--- config.mk ---
export PLATFORM = sky130hd
export DESIGN_NAME = traffic_signal_ctrl
export DESIGN_NICKNAME = d
export VERILOG_FILES = /design/src/rtl/traffic_signal_ctrl.sv
export SDC_FILE = /design/constraint.sdc
export NUM_CORES = 1
export LEC_CHECK = 0
export BUFFER_PORTS_ARGS = -buffer_cell sky130_fd_sc_hd__buf_2
export CORE_MARGIN = 1
export CORE_UTILIZATION = 30
export CTS_CLUSTER_SIZE = 40
export DETAILED_ROUTE_END_ITERATION = 12
export HOLD_SLACK_MARGIN = 0.15
export PLACE_DENSITY_LB_ADDON = 0.08
export SYNTH_ARGS = -nofsm -noshare
export SYNTH_HDL_FRONTEND = slang
export SYNTH_SLANG_ARGS = --single-unit
--- constraint.sdc ---
create_clock -name clk -period 2.2 [get_ports clk]
set_input_delay 0.55 -clock clk [delete_from_list [all_inputs] [get_ports clk]]
set_output_delay 0.55 -clock clk [all_outputs]
set_load 0.01 [all_outputs]
--- src/rtl/traffic_signal_ctrl.sv ---
// traffic_signal_ctrl
//   Multi-approach traffic-light controller. It cycles GREEN -> YELLOW ->
//   ALLRED for each approach in turn. Empty approaches can be skipped based
//   on vehicle demand, and an emergency vehicle can preempt the sequence.
//
// Ports
//   clk         rising-edge clock
//   rst         asynchronous active-high reset
//   en          run enable; while low, all state holds
//   veh_req     per-approach demand (used only when SKIP_EMPTY=1)
//   emg_req     emergency preemption request (level)
//   emg_dir     approach to preempt to; values >= NUM_DIR are ignored
//   lights      registered lamp codes, 3 bits per approach
//               (100 red, 010 green, 001 yellow)
//   active_dir  approach currently or most recently granted
//   phase       00 ALLRED, 01 GREEN, 10 YELLOW
//   emg_active  high while a preempted green is being held
module traffic_signal_ctrl #(
  parameter int NUM_DIR    = 4,
  parameter int GREEN_CYC  = 8,
  parameter int YELLOW_CYC = 3,
  parameter int ALLRED_CYC = 1,
  parameter int CNT_W      = 8,
  parameter int SKIP_EMPTY = 0,
  parameter int DIR_W      = $clog2(NUM_DIR)
) (
  input  logic                   clk,
  input  logic                   rst,
  input  logic                   en,
  input  logic [NUM_DIR-1:0]     veh_req,
  input  logic                   emg_req,
  input  logic [DIR_W-1:0]       emg_dir,
  output logic [3*NUM_DIR-1:0]   lights,
  output logic [DIR_W-1:0]       active_dir,
  output logic [1:0]             phase,
  output logic                   emg_active
);

  typedef enum logic [1:0] {
    ALLRED = 2'b00,
    GREEN  = 2'b01,
    YELLOW = 2'b10
  } state_t;

  localparam logic [CNT_W-1:0]     GREEN_LD  = CNT_W'(GREEN_CYC - 1);
  localparam logic [CNT_W-1:0]     YELLOW_LD = CNT_W'(YELLOW_CYC - 1);
  localparam logic [CNT_W-1:0]     ALLRED_LD = CNT_W'(ALLRED_CYC - 1);
  localparam logic [DIR_W:0]       NUM_DIR_X = (DIR_W + 1)'(NUM_DIR);
  localparam logic [3*NUM_DIR-1:0] ALL_RED   = {NUM_DIR{3'b100}};

  state_t                 state, state_d;
  logic [CNT_W-1:0]       timer, timer_d;
  logic [DIR_W-1:0]       dir_d;
  logic                   emg_d;
  logic [3*NUM_DIR-1:0]   lights_d;
  logic                   emg_valid;
  logic                   timer_zero;
  logic [DIR_W-1:0]       rr_dir;
  logic [DIR_W-1:0]       skip_dir;
  logic [DIR_W-1:0]       cand;
  logic                   skip_found;
  logic                   grant;

  // (base + step) mod NUM_DIR. The sum needs one extra bit: base < NUM_DIR
  // and step <= NUM_DIR, so the sum never reaches 2*NUM_DIR and one
  // conditional subtract is enough.
  function automatic logic [DIR_W-1:0] wrap_add(input logic [DIR_W-1:0] base,
                                                input logic [DIR_W:0]   step);
    logic [DIR_W:0] sum;
    sum = {1'b0, base} + step;
    if (sum >= NUM_DIR_X) sum = sum - NUM_DIR_X;
    return sum[DIR_W-1:0];
  endfunction

  // An out-of-range emg_dir nullifies the request.
  assign emg_valid  = emg_req && ({1'b0, emg_dir} < NUM_DIR_X);
  assign timer_zero = (timer == '0);
  assign rr_dir     = wrap_add(active_dir, (DIR_W + 1)'(1));
  assign phase      = state;

  // Demand search starts at active_dir+1 and wraps around, so the current
  // approach is considered last.
  always_comb begin
    skip_found = 1'b0;
    skip_dir   = active_dir;
    cand       = '0;
    for (int k = 1; k <= NUM_DIR; k++) begin
      cand = wrap_add(active_dir, k[DIR_W:0]);
      if (!skip_found && veh_req[cand]) begin
        skip_found = 1'b1;
        skip_dir   = cand;
      end
    end
  end

  // Next-state, timer, grant and preemption logic. Lights are computed from
  // the next state so that the registered lamp outputs match phase.
  always_comb begin
    state_d  = state;
    timer_d  = timer;
    dir_d    = active_dir;
    emg_d    = emg_active;
    grant    = 1'b0;
    lights_d = ALL_RED;
    if (en) begin
      case (state)
        GREEN: begin
          // A valid request for this approach holds green with the timer
          // frozen. A request for another approach, or release of a held
          // preemption, cuts green short into a full yellow.
          if (emg_valid && (emg_dir == active_dir)) begin
            emg_d = 1'b1;
          end else if (emg_valid || emg_active) begin
            emg_d   = 1'b0;
            state_d = YELLOW;
            timer_d = YELLOW_LD;
          end else if (timer_zero) begin
            state_d = YELLOW;
            timer_d = YELLOW_LD;
          end else begin
            timer_d = timer - CNT_W'(1);
          end
        end
        YELLOW: begin
          if (timer_zero) begin
            state_d = ALLRED;
            timer_d = ALLRED_LD;
          end else begin
            timer_d = timer - CNT_W'(1);
          end
        end
        ALLRED: begin
          if (!timer_zero) begin
            timer_d = timer - CNT_W'(1);
          end else begin
            // If no approach has demand, hold here with the timer at 0 and
            // retry on every enabled cycle.
            if (emg_valid) begin
              dir_d = emg_dir;
              grant = 1'b1;
            end else if (SKIP_EMPTY == 0) begin
              dir_d = rr_dir;
              grant = 1'b1;
            end else if (skip_found) begin
              dir_d = skip_dir;
              grant = 1'b1;
            end
            if (grant) begin
              state_d = GREEN;
              timer_d = GREEN_LD;
              emg_d   = emg_valid;
            end
          end
        end
        default: begin
          state_d = ALLRED;
          timer_d = ALLRED_LD;
          emg_d   = 1'b0;
        end
      endcase
    end
    for (int i = 0; i < NUM_DIR; i++) begin
      if ((state_d != ALLRED) && (dir_d == i[DIR_W-1:0])) begin
        lights_d[3*i +: 3] = (state_d == GREEN) ? 3'b010 : 3'b001;
      end
    end
  end

  // State register. Reset sets active_dir to the last approach so that the
  // first round-robin grant goes to approach 0.
  always_ff @(posedge clk or posedge rst) begin
    if (rst) begin
      state      <= ALLRED;
      timer      <= ALLRED_LD;
      active_dir <= DIR_W'(NUM_DIR - 1);
      emg_active <= 1'b0;
      lights     <= ALL_RED;
    end else begin
      state      <= state_d;
      timer      <= timer_d;
      active_dir <= dir_d;
      emg_active <= emg_d;
      lights     <= lights_d;
    end
  end

endmodule
==> parameters.txt <==
Parameter                              Value

Power and ir drop
  Total power per unit cell area    1206 nW/um^2
  Largest voltage drop on the vdd net    0.4637 mV
  Leakage    0.7182 nW

STA
  Clock period minus worst slack    1.852 ns
  Count of endpoints failing hold in the final timing report    0
  Portion of the clock cycle consumed by the worst path in the final layout    84.17%
  Worst Skew    0.002403 ns
  Final-report setup violation count    0
  Setup TNS Final    0 ns
  Final Max Slew Viols    0
  Setup repair after global routing missed its margin    no
  Actual slew at the worst max-slew pin    0.4072 ns
  Final critical-path setup slack    0.3483 ns
  Headroom to the max-slew limit    72.85%
  Maximum achievable frequency    540.0 MHz

Floorplan
  Core area    4354 sq um
  Site Rows    24
  IO Pins    27
  Initial core utilization    31.15%
  Total Die Area    4794 sq um
  Floorplan die width    69.24 um
  Vertical extent of the die    69.24 um

Clock network
  Total clock sinks    25
  Root buffer cell    clkbuf_8
  Clock insertion delay at the later pin of the skew report    0.27 ns
  Post-CTS resize count    0
  Buffers from clock root to sink, at most    2
  Clock buffer count from CTS    3
  Number of levels the H-tree was split into    1
  Post-CTS repair timing setup buffer count    0
  Clock tree from TritonCTS    built
  Clock transition at the registers of the reported paths    0.09 ns
  Cts hold-fix bufs    0

Synth
  Largest cells by area after synthesis    dfrtp_1, dfstp_2, a21oi_1
  Post-synth net total    148
  Async set-or-reset flop fraction in the synthesized netlist    100.0%
  Area of the mapped netlist    1356 sq um
  Yosys warnings    0
  Number of enable flip-flop cells after synthesis    0
  Post-synth cell types    46
  Synthesized area per cell    9.973 sq um
  Yosys top cell area share    35.06%
  Flip-flop and latch count after synthesis    25
  Cell type contributing the most total cell area after synthesis    dfrtp_1
  Proportion of synthesized chip area in sequential cells    46.68%
  Main flop type after synthesis    dfrtp_1
  Mapped Cells    136

Setup path
  Number of buffer and inverter instances along the worst setup path    0
  Critical path required time    2.40 ns
  Largest stage delay on the critical path    0.60 ns
  Type of origin of the critical path    flop
  Worst path slowest cell    dfstp_2
  Largest delay share family, worst path    flip-flops
  Sequence of cells on the critical path    xnor2_1 > a41o_1 > or4_1 > a21oi_1
  Biggest fanout along the worst timing path    11
  Critical Path AT    2.05 ns
  Endpoint kind of the worst setup timing path    flop
  Category of the most critical setup path    reg -> reg

Routing
  1st-iter DRT viols    64
  Post-detailed-route DRC marker count    0
  Via density    5.298
  Antenna-violating nets left    0
  Total via count after detailed routing    1155
  DR WL/cell    14.42 um
  Routed wire length    3.144 mm
  Length of the first detailed-routing pass in iterations    4

Placed design
  Number of cells in the design after placement    214
  Worst slack after detailed placement    0.1657 ns
  Post-detail-place hpwl    2.343 mm
  # port buffers    22
  Area after detailed placement    1575 sq um
  Weighted congestion at the end of routability-driven global placement    0.7883

Global routing
  GR Util met2    21.79%
  Largest net degree at the start of global routing    26
  Total track usage    13.93%
  Antenna violations before repair    0
  Global route hottest layer    met2
  First-pass GRT wire length    5.347 mm
  Total congestion overflow    0
  Met1 Usage GRT    19.87%
  Number of global-route vias before repair    1055
  Met3 Track Usage GR    3.052%

Cells and area
  Number of antenna cells inserted    0
  Total Nets Final    179
  Ratio of cells with drive above 1 in the final layout    29.52%
  Final cell count without fillers    218
  Final std cell area, no fill    1624 sq um
  Filler instances    449
  Layout-stage area growth over the synthesis result    19.74%
  Core occupancy in the finished layout    37.30%

Worst hold path
  Type of the tightest min-delay check    in -> async

Job
  Count of max-cap constraint violations    0

Run status
  Result of the run    finished clean
## cells by family (layout without fill, tap and decap cells)
| family | after synthesis | count (layout) | share of synthesized area [%] |
|---|---|---|---|
| AND/OR/NAND/NOR | 47 | 47 | 20.57 |
| AO/OA/AOI/OAI | 43 | 43 | 22.42 |
| flip-flops | 25 | 25 | 46.68 |
| buffers and inverters | 13 | 43 | 3.967 |
| multiplexers | 4 | 4 | 3.229 |
| adder cells (fa/ha/maj) | 2 | 2 | 1.845 |
| XOR/XNOR | 2 | 2 | 1.292 |
## where the power goes
group	internal [W]	switching, W	leakage [nW]
registers	0.000617	0.000157	0.313
clock network	0.000129	0.000157	0.0217
logic	0.000409	0.000490	0.383
## worst paths after layout
path	startpoint	end	slack (ns)	depth (start not counted)
max reg2reg	active_dir[0]	timer[5]	0.35	4
max in group asynchronous	rst	lights[2]	1.60	3
min reg2reg	timer[1]	timer[1]	0.52	2
max	active_dir[0]	timer[5]	0.35	4
min	rst	timer[3]	0.31	3
min in group clk	timer[1]	timer[1]	0.52	2
## state kept, by name (all words and copies together) (netlist names)
name        count
lights         12
active_dir      2
timer           8
emg_active      1
phase           2
## final cells by class
type	instances	area (sq um)	area share, %
Sequential cell	25	633.1	38.98
Clock inverter	1	7.507	0.4622
Clock buffer	3	41.29	2.542
Tap cell	52	65.06	4.006
Multi-Input combinational cell	98	669.4	41.22
Inverter	8	30.03	1.849
Timing Repair Buffer	31	177.7	10.94
## worst reg2reg max path, delay by kind of cell, from the launching register on
family | cells | cell delay (ns)
XOR/XNOR | 1 | 0.10
flip-flops | 1 | 0.60
AO/OA/AOI/OAI | 2 | 0.53
AND/OR/NAND/NOR | 1 | 0.54
## per-stage QoR
stage	total power, W	hold WS, ns
6_report	0.001959	0.3075
5_1_grt	0.002132	0.3433
4_1_cts	0.001976	0.3206
3_5_place_dp	0.001687	0.5016
3_3_place_gp	0.001665	0.4810
2_1_floorplan	0.001364	0.4594
## routing by layer
metal,wire (um),vias to the layer above
met5,0,-
met4,25,0
met3,120,4
met2,1450,25
met1,1548,551
li1,-,575
## synthesized netlist by cell type (2+ instances only)
cell type  number
o31ai_1         4
a21oi_1        10
a32o_1          2
dfstp_2         6
nand2b_1        7
or4_1           3
mux2_2          3
buf_2           4
a2bb2oi_1       2
ha_1            2
nand2_1         5
a31oi_1         4
o2bb2ai_1       2
nor2b_1         2
or3_1           4
o21ai_0         6
inv_1           8
nor2_1         10
dfrtp_1        19
a41oi_1         2
xnor2_1         2
nor3_1          5
## layout by cell type, fill, tap and decap left out, types with 3 or more instances in the layout
master	netlist	final
buf_2	4	22
dfstp_2	6	6
nor3_1	5	5
mux2_2	3	3
nand2b_1	7	7
buf_4	0	9
or3_1	4	4
a21oi_1	10	10
dfrtp_1	19	19
clkbuf_8	0	3
inv_1	8	8
o21ai_0	6	6
nand2_1	5	5
a31oi_1	4	4
or4_1	3	3
o31ai_1	4	4
nor2_1	10	10
No activity file was read; power rests on OpenSTA's default activity.
